`config.mk`:
```
export PLATFORM = sky130hd
export DESIGN_NAME = chrono_lap_controller
export DESIGN_NICKNAME = d
export VERILOG_FILES = /design/src/rtl/chrono_lap_controller.sv
export SDC_FILE = /design/constraint.sdc
export NUM_CORES = 1
export LEC_CHECK = 0
export ABC_AREA = 1
export CORE_AREA = 2 2 167 104
export DETAILED_ROUTE_END_ITERATION = 6
export DIE_AREA = 0 0 169 106
export GPL_TIMING_DRIVEN = 1
export HOLD_SLACK_MARGIN = 0.12
export PLACE_DENSITY = 0.71
export SLEW_MARGIN = 0
export SYNTH_ARGS = -nofsm -noshare
export SYNTH_HDL_FRONTEND = slang
export SYNTH_SLANG_ARGS = --single-unit
```
`constraint.sdc`:
```
create_clock -name clk_in -period 2.9 [get_ports clk_in]
set_input_delay 0.435 -clock clk_in [delete_from_list [all_inputs] [get_ports clk_in]]
set_output_delay 0.435 -clock clk_in [all_outputs]
set_load 0.02 [all_outputs]
```
`src/rtl/chrono_lap_controller.sv`:
```
// chrono_lap_controller
//   Sequencing controller for the 4-digit BCD stopwatch counter chain.
//   Turns the start/stop and lap/reset button pulses into the counter run
//   enable, a counter clear pulse, the lap freeze flag and the value shown
//   on the LCD. Up to N_LAPS lap times are stored and replayed in RECALL.
//
// Ports
//   clk_in       system clock
//   reset_n      asynchronous active-low reset
//   pulse_ss     start/stop pulse, 1 cycle wide
//   pulse_lr     lap/reset pulse, 1 cycle wide
//   live_bcd     counter chain value {deca,unit,deci,centi}
//   run_enable   counter chain counts while high
//   counter_clr  1-cycle clear pulse for the counter chain
//   lap_flag     display shows a stored or frozen value
//   display_bcd  value sent to the LCD driver (1 cycle latency)
//   state        FSM state code (LEDs)
//   lap_count    number of stored laps
//   lap_index    lap shown in RECALL
//   overflow     sticky: a lap was captured while memory was full
module chrono_lap_controller #(
    parameter int N_LAPS = 8,
    parameter int IDX_W  = 3
) (
    input  logic             clk_in,
    input  logic             reset_n,
    input  logic             pulse_ss,
    input  logic             pulse_lr,
    input  logic [15:0]      live_bcd,
    output logic             run_enable,
    output logic             counter_clr,
    output logic             lap_flag,
    output logic [15:0]      display_bcd,
    output logic [2:0]       state,
    output logic [IDX_W:0]   lap_count,
    output logic [IDX_W-1:0] lap_index,
    output logic             overflow
);

    typedef enum logic [2:0] {
        IDLE     = 3'd0,
        RUN      = 3'd1,
        STOP     = 3'd2,
        LAP_RUN  = 3'd3,
        LAP_STOP = 3'd4,
        RECALL   = 3'd5
    } state_t;

    localparam logic [IDX_W:0] LAPS_MAX = (IDX_W + 1)'(N_LAPS);
    localparam logic [IDX_W:0] ONE      = (IDX_W + 1)'(1);

    state_t             state_q, state_d;
    logic               ss_q, lr_q;
    logic               ss_acc, lr_acc;
    logic               capture, clear_laps, clr_d, last_lap, mem_we;
    logic               run_d, lapf_d, ovf_d;
    logic [IDX_W:0]     count_d;
    logic [IDX_W-1:0]   index_d;
    logic [15:0]        frozen, frozen_d, display_d;
    logic [15:0]        mem [N_LAPS];

    // Pulses are registered once, so a pulse seen at edge k acts at edge k+1.
    // Start/stop has priority; a coincident lap/reset pulse is dropped.
    assign ss_acc   = ss_q;
    assign lr_acc   = lr_q & ~ss_q;
    assign last_lap = ({1'b0, lap_index} == (lap_count - ONE));
    assign state    = state_q;

    always_comb begin
        state_d    = state_q;
        capture    = 1'b0;
        clear_laps = 1'b0;
        clr_d      = 1'b0;
        index_d    = lap_index;
        case (state_q)
            IDLE: begin
                if (ss_acc) state_d = RUN;
            end
            RUN: begin
                if (ss_acc) begin
                    state_d = STOP;
                end else if (lr_acc) begin
                    capture = 1'b1;
                    state_d = LAP_RUN;
                end
            end
            LAP_RUN: begin
                if (ss_acc)      state_d = LAP_STOP;
                else if (lr_acc) capture = 1'b1;
            end
            LAP_STOP: begin
                if (ss_acc)      state_d = LAP_RUN;
                else if (lr_acc) state_d = STOP;
            end
            STOP: begin
                if (ss_acc) begin
                    state_d = RUN;
                end else if (lr_acc) begin
                    clr_d = 1'b1;
                    if (lap_count != '0) begin
                        state_d = RECALL;
                        index_d = '0;
                    end else begin
                        state_d = IDLE;
                    end
                end
            end
            RECALL: begin
                if (ss_acc || (lr_acc && last_lap)) begin
                    clear_laps = 1'b1;
                    index_d    = '0;
                    state_d    = IDLE;
                end else if (lr_acc) begin
                    index_d = lap_index + 1'b1;
                end
            end
            default: state_d = IDLE;
        endcase
    end

    // Datapath next values; outputs are registered from the next state so
    // they line up with the state register.
    always_comb begin
        mem_we   = capture && (lap_count < LAPS_MAX);
        count_d  = lap_count;
        ovf_d    = overflow;
        frozen_d = frozen;
        if (capture) begin
            frozen_d = live_bcd;
            if (mem_we) count_d = lap_count + ONE;
            else        ovf_d   = 1'b1;
        end
        if (clear_laps) begin
            count_d = '0;
            ovf_d   = 1'b0;
        end
        run_d  = (state_d == RUN) || (state_d == LAP_RUN);
        lapf_d = (state_d == LAP_RUN) || (state_d == LAP_STOP) || (state_d == RECALL);
        case (state_d)
            LAP_RUN, LAP_STOP: display_d = frozen_d;
            RECALL:            display_d = mem[index_d];
            default:           display_d = live_bcd;
        endcase
    end

    always_ff @(posedge clk_in or negedge reset_n) begin
        if (!reset_n) begin
            state_q     <= IDLE;
            ss_q        <= 1'b0;
            lr_q        <= 1'b0;
            run_enable  <= 1'b0;
            counter_clr <= 1'b0;
            lap_flag    <= 1'b0;
            display_bcd <= '0;
            lap_count   <= '0;
            lap_index   <= '0;
            overflow    <= 1'b0;
            frozen      <= '0;
        end else begin
            state_q     <= state_d;
            ss_q        <= pulse_ss;
            lr_q        <= pulse_lr;
            run_enable  <= run_d;
            counter_clr <= clr_d;
            lap_flag    <= lapf_d;
            display_bcd <= display_d;
            lap_count   <= count_d;
            lap_index   <= index_d;
            overflow    <= ovf_d;
            frozen      <= frozen_d;
        end
    end

    // Lap memory has no reset; entries are only read after being written.
    always_ff @(posedge clk_in) begin
        if (mem_we) mem[lap_count[IDX_W-1:0]] <= live_bcd;
    end

endmodule

```
==> metrics.md <==
| Metric | Value |
|---|---|
| Outcome | `finished, final reports clean` |
| Crit Path Max Fanout | `65` |
| Final design area excluding fillers | `roughly 0.0094 sq mm` |
| CTS max path bufs | `2` |
| Worst Path Buf+Inv | `2` |
| Max_cap viols | `0` |
| Footprint of the multi-input gates | `around 0.0022 sq mm` |
| Fin. max-slew vios | `0` |
| Worst-path cell chain | `inv_1, ha_1, xnor2_1, nor2_1, nand3_1, nand4_1, nand2_2, buf_12, nand2_1, nand3_1, nand3_1, nand3_1, nand2_1` |
| Final hold viol count | `0` |
| Slew headroom | `0.523` |
| Fin crit period | `~2600 ps` |
| Fin nets | `894` |
| Initial antenna violation count | `0` |
| Cells after Synth | `just over 800` |
| Hold-fix buffers, CTS | `0` |
| DR iter-0 viols | `656` |
| Reg2reg path depth | `13` |
| IO Count | `50` |
| Total grt overflow | `0` |
| Cell Area, Synth | `about 0.0080 sq mm` |
| CTS Buf Count | `17` |
| Synthesized flop and latch total | `around 180` |
| Cell Rows | `37` |
| Place WS | `360 ps` |
| Worst vdd ir | `approximately 0.78 mV` |
| Worst slew pin tran | `between 700 and 800 ps` |
| F_max | `just under 400 MHz` |
| # resized after CTS | `0` |
| FF+latch area | `0.00504 sq mm` |
| FILL cells | `around 1400` |
| Pwr/cell area | `872 mW/mm^2` |
| GPL Wtd Cong | `about 0.86` |
| Final routed DRC violation total | `0` |
| Final worst setup slack | `approximately 300 ps` |
| WP data arrival | `roughly 2900 ps` |
| Hold Crit Class | `input port to asynchronous set/reset pin` |
| First-pass GRT wire length | `30.9 mm` |
| Core Region | `between 0.015 and 0.02 sq mm` |
| Area delta synth->final | `16.8%` |
| H-tree depth | `4` |
| Avg Vias per Cell | `roughly 5.2` |
| DP Wirelength | `11.3 mm` |
| Largest net degree at the start of global routing | `66` |
| IO buf count | `slightly below 50` |
| Synth Area per Inst | `just under 10 sq um` |
| Cell Area, Placed | `between 0.008 and 0.009 sq mm` |
| Critical path startpoint category | `register` |
| Final Util | `0.567` |
| CTS tree | `done` |
| Final setup viols | `0` |
| Syn nets | `~840` |
| RR Endpoint | `display_bcd[11]` |
| CTS root buf | `clkbuf_16` |
| Top delay family on crit path | `simple AND/OR/NAND/NOR gates` |
| Crit path required time | `about 3200 ps` |
| Routed Antenna Nets | `0` |
| All-layer global routing usage | `0.233` |
| Drt first pass iters | `5` |
| Final wirelength | `about 20 mm` |
| Number of global-route vias before repair | `about 5400` |
| RSZ-0062 raised after global routing | `no` |
| Reg clk slew, reported paths | `around 70 ps` |
| Clock sinks | `176` |
| Via Count | `about 5700` |
| Die Width | `between 150 and 200 um` |
| Share of layout cells above drive strength 1 | `0.102` |
| Critical Path Sink Type | `register` |
| Reg2Reg Setup Slack | `approximately 300 ps` |
| Chip Height | `106 um` |
| Die Area | `0.0179 sq mm` |
| Sequential area share after synthesis | `0.628` |
| Layout Skew | `approximately 14 ps` |
| WL/cell | `17.9 um` |
| P_leak | `around 4.2 nW` |
| Synth cell types | `34` |
| Ys Warns | `0` |
| Post-CTS setup buffers | `0` |
| Worst path max stage delay | `roughly 410 ps` |
| Setup CP Type | `register to register` |
| R2R Path Start | `lap_count[0]` |
| Fin crit share | `0.897` |
| Clk Latency, worst-skew pair | `430 ps` |
| Most frequent CP cell | `nand3_1` |
| Initial core utilization | `0.485` |
| Slowest CP cell | `dfrtp_1` |
| # diodes | `0` |
[metal layers]
metal | vias up | global-route usage | share of wire
li1 | 2748 | - | -
met1 | 2706 | 0.348 | 0.48
met2 | 246 | 0.346 | 0.43
met3 | 21 | 0.0477 | 0.075
met4 | 0 | 0.0659 | 0.013
met5 | - | 0 | 0
[registers in the layout, summed over array words and instances (netlist names)]
register,flops
counter_clr,1
lap_flag,1
run_enable,1
ss_acc,1
lap_count,4
frozen,16
lap_index,3
display_bcd,16
state,3
overflow,1
lr_q,1
mem,128
[how the worst max path moves through the flow]
stage | from | depth (start not counted) | slack (ps) | endpoint
2_1_floorplan | state[2] | 9 | -110 | mem[1][0]
3_3_place_gp | lap_count[0] | 13 | 480 | display_bcd[11]
3_5_place_dp | lap_count[0] | 13 | 360 | display_bcd[11]
4_1_cts | lap_count[0] | 13 | 330 | display_bcd[11]
5_1_grt | lap_count[0] | 13 | 120 | display_bcd[11]
6_report | lap_count[0] | 13 | 300 | display_bcd[11]
[report_power, final]
group | total (mW) | switching, mW | internal, mW
combinational | 2.52 | 1.62 | 0.899
clock | 2.39 | 1.01 | 1.37
sequential | 3.28 | 0.203 | 3.07
total | 8.19 | 2.84 | 5.35
[cells in the final DEF, fill, tap and decap left out, drive strengths merged, types with 3 or more instances in the layout]
cell type and instances:
clkbuf 18, nor2 19, nand4 3, o21ai 7, xor2 3, nor3 10
clkdlybuf4s50 48, buf 26, bufinv 3, ha 4, clkinv 5, inv 156
nand2 199, nand3 182, nand3b 16, clkinvlp 3, dfrtp 48, edfxtp 128
[Yosys cell counts (all sizes together)]
library cell,count,area [sq um]
a22oi,1,7.51
clkbuf,6,22.5
edfxtp,128,3840
nand3,182,911
nand4,3,33.8
buf,30,220
nor2,19,88.8
dfrtp,48,1200
xor2,3,26.3
o21a,1,7.51
ha,4,50.1
nand2,199,785
a21oi,1,8.76
o21ai,7,50.1
clkinv,2,7.51
nor3,10,66.3
o211ai,1,7.51
inv,151,569
xnor2,1,8.76
nand3b,16,120
[layout make-up]
cell class	instances	share of cell area
Sequential cell	176	0.537
Multi-Input combinational cell	448	0.234
Timing Repair Buffer	74	0.0744
Clock inverter	14	0.0191
Inverter	153	0.0614
Tap cell	214	0.0285
Clock buffer	18	0.0457
[worst register-to-register path: stages, from the launching register on]
cell	delay, ps
dfrtp_1	410
inv_1	200
ha_1	290
xnor2_1	170
nor2_1	60
nand3_1	120
nand4_1	220
nand2_2	160
buf_12	280
nand2_1	130
nand3_1	100
nand3_1	140
nand3_1	130
nand2_1	70
[metrics by stage]
| stage | std cells | power (mW) | TNS [ps] | hold slack (ps) |
|---|---|---|---|---|
| floorplan | 813 | 4.88 | -3620 | 139 |
| global placement | 1065 | 5.78 | 0 | 450 |
| detailed placement | 1065 | 5.80 | 0 | 456 |
| CTS | 1097 | 8.20 | 0 | 162 |
| global route | 1097 | 8.60 | 0 | 174 |
| finish | 1097 | 8.19 | 0 | 125 |
[cell families (layout without fill, tap and decap cells)]
group,after synthesis,in the layout,synth area share
xor gates and xnor gates,4,4,0.00436
DFF,176,176,0.628
buffers and inverters,189,259,0.102
adders and majority gates,4,4,0.00623
and+or+nand+nor,429,429,0.249
AOI/OAI and AO/OA,11,11,0.0101
No activity file was read; power rests on OpenSTA's default activity.
